[src/rtl/cost_pkg.sv]
// Shared fixed-point helpers for the cost-term datapath.
//   one(width,int_bits) : encoding of 1.0 for the given fixed-point format
//   sat_max/sat_min     : two's complement limits of a width-bit word
//   err_width(width,z)  : width of the per-sample L1 error sum
package cost_pkg;

  function automatic int one(input int width, input int int_bits);
    return 1 << (width - int_bits - 1);
  endfunction

  function automatic int sat_max(input int width);
    return (1 << (width - 1)) - 1;
  endfunction

  function automatic int sat_min(input int width);
    return -(1 << (width - 1));
  endfunction

  function automatic int err_width(input int width, input int z);
    return width + $clog2(z);
  endfunction

endpackage

[src/rtl/cost_stream_if.sv]
// Stream bundle between the last forward layer, the cost stage and the
// backprop delta path.
//   in_valid/in_ready/a/y            : input beat (p lanes of activations + ideal bits)
//   out_valid/out_ready/c/out_last   : output beat of saturated cost terms
//   err_sum                          : sample L1 error, meaningful with out_valid && out_last
// master = producer/consumer side (drives inputs, accepts outputs); slave = cost stage.
interface cost_stream_if #(
  parameter int p     = 4,
  parameter int width = 12,
  parameter int ew    = 16
);
  logic                      in_valid;
  logic                      in_ready;
  logic [p-1:0][width-1:0]   a;
  logic [p-1:0]              y;
  logic                      out_valid;
  logic                      out_ready;
  logic [p-1:0][width-1:0]   c;
  logic                      out_last;
  logic [ew-1:0]             err_sum;

  modport master (
    output in_valid, a, y, out_ready,
    input  in_ready, out_valid, c, out_last, err_sum
  );

  modport slave (
    input  in_valid, a, y, out_ready,
    output in_ready, out_valid, c, out_last, err_sum
  );
endinterface

[src/rtl/cost_lane.sv]
// One neuron lane: c = sat(a - (y ? 1.0 : 0)) and |c| for the error sum.
// Ports: a (signed activation), y (ideal output bit), c (saturated cost term),
//        mag (|c|, with the most negative value clamped to the positive limit).
module cost_lane
  import cost_pkg::*;
#(
  parameter int width    = 12,
  parameter int int_bits = 3
) (
  input  logic signed [width-1:0] a,
  input  logic                    y,
  output logic signed [width-1:0] c,
  output logic        [width-1:0] mag
);
  localparam logic signed [width:0]   ONE_X  = (width+1)'(one(width, int_bits));
  localparam logic signed [width:0]   MAX_X  = (width+1)'(sat_max(width));
  localparam logic signed [width:0]   MIN_X  = (width+1)'(sat_min(width));
  localparam logic signed [width-1:0] MAX_W  = width'(sat_max(width));
  localparam logic signed [width-1:0] MIN_W  = width'(sat_min(width));

  function automatic logic signed [width-1:0] sat(input logic signed [width:0] v);
    if (v > MAX_X)      return MAX_W;
    else if (v < MIN_X) return MIN_W;
    else                return v[width-1:0];
  endfunction

  function automatic logic [width-1:0] abs_clamp(input logic signed [width-1:0] v);
    logic signed [width-1:0] neg;
    neg = -v;
    if (v == MIN_W)   return MAX_W;
    else if (v < 0)   return neg;
    else              return v;
  endfunction

  logic signed [width:0] diff;

  // One guard bit keeps the subtraction exact before clamping.
  assign diff = $signed({a[width-1], a}) - (y ? ONE_X : '0);
  assign c    = sat(diff);
  assign mag  = abs_clamp(c);

endmodule

[src/rtl/cost_stream.sv]
// Streaming output-layer delta: c[k] = sat(a[k] - y[k]) for p lanes per beat,
// registered valid/ready output, beat position tracking and last-beat flag.
// Ports: clk, reset_n (async active-low), flush (sync sample abort),
//        s (cost_stream_if.slave: input beat, output beat, err_sum).
// Build option: define COST_ERRSUM_EN to accumulate the per-sample L1 error on
// err_sum; without it err_sum is constant 0.
module cost_stream
  import cost_pkg::*;
#(
  parameter int z        = 16,
  parameter int p        = 4,
  parameter int width    = 12,
  parameter int int_bits = 3
) (
  input  logic         clk,
  input  logic         reset_n,
  input  logic         flush,
  cost_stream_if.slave s
);
  localparam int NBEAT = z / p;
  localparam int BW    = (NBEAT > 1) ? $clog2(NBEAT) : 1;
  localparam int EW    = err_width(width, z);
  localparam logic [BW-1:0] LAST_BEAT = BW'(NBEAT - 1);

  logic [p-1:0][width-1:0] lane_c;
  logic [p-1:0][width-1:0] lane_mag;
  logic                    in_rdy;
  logic                    accept;
  logic                    is_last;
  logic [BW-1:0]           beat;
  logic [p-1:0][width-1:0] c_p0;
  logic                    last_p0;
  logic                    vld_p0;
  logic [EW-1:0]           err_sum_p0;

  for (genvar k = 0; k < p; k++) begin : g_lane
    cost_lane #(.width(width), .int_bits(int_bits)) u_lane (
      .a   (s.a[k]),
      .y   (s.y[k]),
      .c   (lane_c[k]),
      .mag (lane_mag[k])
    );
  end

  // flush wins over any handshake in the same cycle.
  assign in_rdy  = !flush && (!vld_p0 || s.out_ready);
  assign accept  = s.in_valid && in_rdy;
  assign is_last = (beat == LAST_BEAT);

  // ---- stage p0: registered output beat ----
  always_ff @(posedge clk or negedge reset_n) begin
    if (!reset_n) begin
      vld_p0  <= 1'b0;
      last_p0 <= 1'b0;
      c_p0    <= '0;
      beat    <= '0;
    end else if (flush) begin
      vld_p0  <= 1'b0;
      beat    <= '0;
    end else if (accept) begin
      vld_p0  <= 1'b1;
      c_p0    <= lane_c;
      last_p0 <= is_last;
      beat    <= is_last ? '0 : beat + 1'b1;
    end else if (s.out_ready) begin
      vld_p0  <= 1'b0;
    end
  end

`ifdef COST_ERRSUM_EN
  logic [EW-1:0] beat_sum;
  logic [EW-1:0] acc;

  always_comb begin
    beat_sum = '0;
    for (int k = 0; k < p; k++) beat_sum = beat_sum + EW'(lane_mag[k]);
  end

  // The last beat's own sum is folded in directly so err_sum lines up with
  // the last output beat.
  always_ff @(posedge clk or negedge reset_n) begin
    if (!reset_n) begin
      acc        <= '0;
      err_sum_p0 <= '0;
    end else if (flush) begin
      acc        <= '0;
      err_sum_p0 <= '0;
    end else if (accept) begin
      if (is_last) begin
        err_sum_p0 <= acc + beat_sum;
        acc        <= '0;
      end else begin
        acc        <= acc + beat_sum;
      end
    end
  end
`else
  logic unused_mag;
  assign unused_mag = ^lane_mag;
  assign err_sum_p0 = '0;
`endif

  assign s.in_ready  = in_rdy;
  assign s.out_valid = vld_p0;
  assign s.c         = c_p0;
  assign s.out_last  = last_p0;
  assign s.err_sum   = err_sum_p0;

endmodule

[src/flat_wrapper.sv]
// flat-port wrapper written by rule: the top's interface ports become plain ports
module cost_stream_flat import cost_pkg::*;
#(
  parameter int z        = 16,
  parameter int p        = 4,
  parameter int width    = 12,
  parameter int int_bits = 3
)
  (clk, reset_n, flush, s_in_valid, s_a, s_y, s_out_ready, s_in_ready, s_out_valid, s_c, s_out_last, s_err_sum);
  cost_stream_if #(.p(p), .width(width), .ew(((12) + $clog2((16))))) s_i ();
  input  logic clk;
  input  logic reset_n;
  input  logic flush;
  input wire logic [$bits(s_i.in_valid)-1:0] s_in_valid;
  input wire logic [$bits(s_i.a)-1:0] s_a;
  input wire logic [$bits(s_i.y)-1:0] s_y;
  input wire logic [$bits(s_i.out_ready)-1:0] s_out_ready;
  output wire logic [$bits(s_i.in_ready)-1:0] s_in_ready;
  output wire logic [$bits(s_i.out_valid)-1:0] s_out_valid;
  output wire logic [$bits(s_i.c)-1:0] s_c;
  output wire logic [$bits(s_i.out_last)-1:0] s_out_last;
  output wire logic [$bits(s_i.err_sum)-1:0] s_err_sum;
  assign s_i.in_valid = s_in_valid;
  assign s_i.a = s_a;
  assign s_i.y = s_y;
  assign s_i.out_ready = s_out_ready;
  assign s_in_ready = s_i.in_ready;
  assign s_out_valid = s_i.out_valid;
  assign s_c = s_i.c;
  assign s_out_last = s_i.out_last;
  assign s_err_sum = s_i.err_sum;
  cost_stream #(.z(z), .p(p), .width(width), .int_bits(int_bits)) u_core (.clk(clk), .reset_n(reset_n), .flush(flush), .s(s_i));
endmodule
[config.mk]
export PLATFORM = sky130hd
export DESIGN_NAME = cost_stream_flat
export DESIGN_NICKNAME = d
export VERILOG_FILES = /design/src/rtl/cost_pkg.sv /design/src/rtl/cost_stream_if.sv /design/src/rtl/cost_lane.sv /design/src/rtl/cost_stream.sv /design/src/flat_wrapper.sv
export SDC_FILE = /design/constraint.sdc
export NUM_CORES = 1
export LEC_CHECK = 0
export ABC_AREA = 1
export BUFFER_PORTS_ARGS = -buffer_cell sky130_fd_sc_hd__buf_4
export CAP_MARGIN = 10
export CORE_ASPECT_RATIO = 0.7
export CORE_UTILIZATION = 40
export CTS_CLUSTER_SIZE = 10
export DETAILED_ROUTE_END_ITERATION = 8
export GPL_TIMING_DRIVEN = 0
export PLACE_DENSITY = 0.68
export SLEW_MARGIN = 20
export SYNTH_ARGS = -nofsm -noshare
export SYNTH_HDL_FRONTEND = slang
export SYNTH_SLANG_ARGS = --single-unit
[constraint.sdc]
create_clock -name clk -period 1.15 [get_ports clk]
set_input_delay 0.23 -clock clk [delete_from_list [all_inputs] [get_ports clk]]
set_output_delay 0.23 -clock clk [all_outputs]
set_load 0.01 [all_outputs]
==> metrics.yaml, run 1 <==
outcome: "finished with violations"
violations: "negative setup slack"
maxSlewViolCount: 0
leakage_nw: 2.524
vias: 2675
start_util_pct: 42.72
port_buffers: 107
avgRoutedWirePerCell_um: 11.92
slowest_delay_ps: 410
hp-start: "flush"
finalCritPeriodShare_pct: 113.4
critPathRequiredTime_ps: 920
dp.cells: 590
setup_violations: 53
path_class: "register to output port"
synth_top_area_share_pct: 43.86
hold_depth: 2
synth_edf_count: 0
r2r_slack_ps: -150
yosysMostFrequentCell: "nand2_1"
grt_max_degree: 53
path_cells: "nand2_2 > nand2_4 > inv_1 > buf_4"
rows: 25
hold_path_class: "input port to register"
synth_area_per_cell_um2: 7.932
cts_tree: "built"
clock_skew_ps: 6.326
clkTransAtPathRegs_ps: 90
cts_root_buf: "clkbuf_8"
layout.nets: 580
max-cap-violations: 0
rsz0062_at_grt: "true"
fin_cells: 609
power_density_mw_per_mm2: 1162
drc: 0
fp.dieH_um: 74.05
ys_warn_count: 0
numCtsBuffers: 5
cp-start-kind: "register"
drtAntennaViolNets: 0
grt_pass1_vias: 2463
crit_fanout: 2
clock_path_buffers: 2
die_w_um: 104.9
antenna_found_initial: 0
synth_area_mm2: 0.002967
relSlewSlack_pct: 55.73
ys_types: 29
worstReg2RegEnd: "u_core.s.c[45]"
cp_data_arrival_time_ps: 1070
first_pass_iters: 4
worstMarginPinSlew_ps: 664.1
vdd_drop_max_mv: 0.5607
gp_congestion: 0.8045
fmax_ghz: 0.7665
clk_latency_ps: 310
vias_per_cell: 4.392
layout_setup_ws_ps: -154.6
dr.first_iter.drc_count: 74
crit_path_end_kind: "output port"
hold_viol: 0
h-tree-depth: 2
yosys.area.top_type: "dfrtp_1"
clock_sinks: 52
fin_crit_ps: 1305
syn_inst: 374
n_antenna_cell: 0
core-area_mm2: 0.006944
reg2reg_depth: 7
min_to: "u_core.s.out_valid"
cp_num_buf_inv: 2
total_power_mw: 5.145
synth-main-ff-cell: "dfrtp_1"
cpMaxStageDelayCell: "dfrtp_1"
ys_top_cells_by_area: "dfrtp_1 (44%), nand2_1 (14%), inv_1 (8.9%), nand3_1 (5.6%), buf_4 (4.6%)"
io_pins: 124
die_area_mm2: 0.007770
grt_pass1_wl_um: 11910
track_usage_pct: 19.50
post_route_cells_drive_above_1_share_pct: 44.27
r2r-start: "u_core.s.out_valid"
ys_seq_elements: 52
grt-ovfl-total: 0
synthTopCellsByCount: "nand2_1 (109), inv_1 (70), dfrtp_1 (52)"
async_flop_share_pct: 100.0
cp_top_family: "flip-flops"
final_util_pct: 63.77
dpl.hpwl_um: 5247
routed_wl_um: 7259
syn2layout_area_growth_pct: 49.26
yosysSeqAreaShare_pct: 43.86
## state kept, by name (all words and copies together), names as in the netlist
signal              cells
u_core.s.c             48
u_core.s.out_valid      1
u_core.beat             2
u_core.s.out_last       1
## through the flow
stage,setup slack [ps],setup TNS (ps),instance area [um^2],hold WS [ps]
5_1_grt,-219.9,-9892,4428,87.41
3_3_place_gp,-349.0,-9897,4160,317.2
4_1_cts,-132.2,-5826,4340,70.72
6_report,-154.6,-5762,4428,82.27
2_1_floorplan,-70.14,-1122,3239,-65.59
3_5_place_dp,-357.3,-10740,4160,317.0
## area by class of cell
type	instances	area, um^2
Tap cell	94	117.6
Multi-Input combinational cell	231	1441
Sequential cell	52	1301
Buffer	30	272.8
Timing Repair Buffer	118	899.6
Inverter	76	305.3
Clock buffer	8	90.09
Fill cell	626	2516
## what timing repair did
item,in CTS,in global routing
gates resized for setup,7,22
endpoints found under the hold margin,52,0
hold buffers,1,0
endpoints found under the setup margin,52,52
pin swaps,2,2
setup buffers,7,2
gates cloned,1,0
## where the power goes
group / internal (mW) / switching (mW)
clock network: 0.493 / 0.602
logic: 0.908 / 0.858
registers: 2.11 / 0.169
## logic make-up after synthesis
| family | after synthesis | share of synthesized area [%] |
|---|---|---|
| AO/OA/AOI/OAI | 39 | 9.869 |
| XOR/XNOR | 3 | 0.8859 |
| adder cells (fa/ha/maj) | 9 | 3.796 |
| buffers and inverters | 106 | 17.21 |
| flip-flops | 52 | 43.86 |
| other | 1 | 0.1264 |
| AND/OR/NAND/NOR | 164 | 24.25 |
## worst max-delay path by stage
stage	start	endpoint	cells past startpoint
floorplan	s_a[20]	u_core.s.c[13]	9
global placement	s_a[20]	u_core.s.c[14]	10
detailed placement	s_a[20]	u_core.s.c[16]	10
CTS	u_core.s.out_valid	u_core.s.c[8]	6
global route	u_core.s.out_valid	u_core.s.out_last	6
finish	u_core.s.out_valid	s_in_ready	4
## worst register-to-register path: stages (launching register included)
cell      delay (ps)
dfrtp_1          410
nand2_2          110
nand2_4           70
nor2_8           180
inv_8             80
nor2_4           130
buf_6            150
a21boi_2          60
## layout by cell type, fill, tap and decap left out, drive strengths merged, types with 2 or more instances in the layout
cell type | netlist | routed
a21boi | 11 | 11
nand2 | 113 | 113
xor2 | 3 | 3
conb | 1 | 16
nand4 | 3 | 3
dfrtp | 52 | 52
clkbuf | 1 | 11
a21oi | 15 | 15
o21ai | 12 | 12
inv | 76 | 76
nand3b | 2 | 2
nand3 | 34 | 34
nor2 | 12 | 12
ha | 9 | 9
buf | 29 | 144
## routing by layer
layer  GRT usage, %  up-vias  routed length [um]
li1               -     1384                   -
met1          26.60     1186                3343
met2          31.42       98                3322
met3          5.434        7                 539
met4          4.225        0                  53
met5              0        -                   0
Note: power is estimated with default switching activity, not from simulation.
==> run 2: changes to the inputs <==
Settings changed: ABC_AREA 1 to unset, CAP_MARGIN 10 to 20, PLACE_DENSITY 0.68 to 0.7.
==> run 2 against run 1 <==
The run still ends with negative setup slack left. Core utilization grew 12 points. Critical endpoint unchanged. Power rose by 5.2%. Clock skew hardly changed. First-iteration DRC count is 14% lower.
==> metrics.yaml, run 2 <==
fillCellCount: 428
fin_crit_ps: 1291
vdd_drop_max_mv: 0.5948
routed_wl_um: 8155
leakage_nw: 2.197
numCtsBuffers: 5
n_antenna_cell: 0
dpl.hpwl_um: 5161
maxSlewViolCount: 0
power_density_mw_per_mm2: 1129
ys_warn_count: 0
io_pins: 124
cp_data_arrival_time_ps: 1060
yosysSeqAreaShare_pct: 48.83
min_to: "u_core.s.out_valid"
vias_per_cell: 5.043
grt_pass1_vias: 2605
layout_setup_ws_ps: -140.6
synth_top_area_share_pct: 48.83
yosysMostFrequentCell: "dfrtp_1"
cts_tree: "built"
first_pass_iters: 4
placed_area_mm2: 0.003840
grt_pass1_wl_um: 12600
clock_sinks: 52
syn2layout_area_growth_pct: 79.86
synth_area_mm2: 0.002665
rsz0062_at_grt: "true"
clkTransAtPathRegs_ps: 90
layout.nets: 507
final_util_pct: 75.65
avgRoutedWirePerCell_um: 15.30
fmax_ghz: 0.7748
yosys.area.top_type: "dfrtp_1"
crit_path_end_kind: "output port"
synth-main-ff-cell: "dfrtp_1"
gp_congestion: 0.7446
clock_path_buffers: 2
grt-ovfl-total: 0
largest_reg_flops: 48
drtAntennaViolNets: 0
cts_root_buf: "clkbuf_8"
finalCritPeriodShare_pct: 112.2
relSlewSlack_pct: 54.63
post_route_cells_drive_above_1_share_pct: 60.41
critPathRequiredTime_ps: 920
worstReg2RegEnd: "u_core.s.c[45]"
synthTopCellsByCount: "dfrtp_1 (52), nand2_1 (32), nor2_1 (32)"
setup_violations: 53
ys_seq_elements: 52
synth_edf_count: 0
outcome: "finished with violations"
synth_area_per_cell_um2: 9.190
vias: 2688
pre_cts_slack_ps: -523.0
drc: 0
r2r_slack_ps: -130
core-area_mm2: 0.006336
port_buffers: 107
hold_path_class: "input port to register"
hp-start: "flush"
track_usage_pct: 23.12
hold_viol: 0
clk_latency_ps: 300
fp.dieH_um: 70.29
antenna_found_initial: 0
hold_depth: 2
cp-start-kind: "register"
dr.first_iter.drc_count: 64
ys_top_cells_by_area: "dfrtp_1 (49%), o21ai_0 (5.4%), a21oi_1 (5.3%), buf_4 (4.5%), nand2_1 (4.5%)"
r2r-start: "u_core.s.out_valid"
start_util_pct: 42.06
max-cap-violations: 0
path_class: "register to output port"
final_cell_mix: "buf_4 (121), dfrtp_1 (52), nor2_1 (19)"
final_common_cell: "buf_4"
grt_max_degree: 53
worstMarginPinSlew_ps: 680.5
clock_skew_ps: 6.248
h-tree-depth: 2
die_w_um: 99.56
reg2reg_depth: 5
fin_area_mm2: 0.004793
dp.cells: 503
die_area_mm2: 0.006998
violations: "negative setup slack"
crit_fanout: 3
syn_inst: 290
fin_cells: 533
ys_types: 35
finalSetupTns_ps: -4170
async_flop_share_pct: 100.0
rows: 24
run 2: changes by cell type after synthesis, moves of 6 or more:
cell	change
a21oi_1	+25
a21boi_2	-6
o21ai_0	+22
nor2_1	+23
nor2b_1	+7
o22ai_1	+14
nand3_1	-23
a21oi_2	-12
nand2_1	-77
inv_1	-57
run 2: cell families (layout without fill, tap and decap cells):
kind of cell             Yosys count  in the layout  synth area share [%]
multiplexers                       3              3                 2.066
AND/OR/NAND/NOR                   98             99                 18.12
adder cells (fa/ha/maj)            9              9                 4.225
XOR/XNOR                           2              2                0.6574
buffers and inverters             42            178                 8.592
AO/OA/AOI/OAI                     83             83                 17.37
other                              1             16                0.1407
flip-flops                        52             52                 48.83
run 2: report_power, final:
| group | internal (mW) | switching (mW) |
|---|---|---|
| sequential | 2.11 | 0.228 |
| combinational | 1.06 | 0.909 |
| clock | 0.493 | 0.606 |
run 2: worst max-delay path by stage:
| stage | startpoint | end | slack (ps) | cells after the start |
|---|---|---|---|---|
| after floorplan | s_a[44] | u_core.s.c[44] | -190 | 7 |
| after global placement | s_a[44] | u_core.s.c[44] | -450 | 8 |
| after detailed placement | s_a[32] | u_core.s.c[33] | -520 | 7 |
| after CTS | u_core.s.out_valid | s_in_ready | -160 | 3 |
| after global routing | u_core.s.out_valid | u_core.s.c[14] | -190 | 5 |
| final | u_core.s.out_valid | s_in_ready | -140 | 3 |
run 2: final cells by class:
class / instances / area [um^2] / share of cell area [%]
multi-input combinational: 212 / 1773 / 36.99
inverter: 13 / 93.84 / 1.958
timing repair buffer: 129 / 1166 / 24.33
buffer: 28 / 255.2 / 5.325
clock buffer: 8 / 90.09 / 1.879
tap: 91 / 113.9 / 2.375
sequential: 52 / 1301 / 27.15
run 2: per-stage QoR:
step / power [mW] / hold WS [ps]
after CTS: 5.238 / 110.7
after detailed placement: 3.798 / 310.8
after global routing: 5.693 / 114.5
after floorplan: 2.988 / -65.59
after global placement: 3.762 / 312.4
final: 5.411 / 124.0
run 2: metal layers:
layer / vias up / global-route usage, % / part of all wire, %
li1: 1277 / - / -
met1: 1290 / 30.94 / 44
met2: 112 / 37.27 / 48
met3: 9 / 5.506 / 6.8
met4: 0 / 6.863 / 1.0
met5: - / 0 / 0
run 2: worst max-delay path, stage by stage, from the launching register on:
cell	delay, ps
dfrtp_1	410
nor2b_4	140
nor2_1	80
buf_4	130
run 2: repair_timing:
item	in CTS	in global routing
hold buffers	1	0
setup buffers	14	2
endpoints found under the hold margin	52	0
cloned	8	0
pin swaps	53	9
endpoints found under the setup margin	52	53
gates resized for setup	118	48
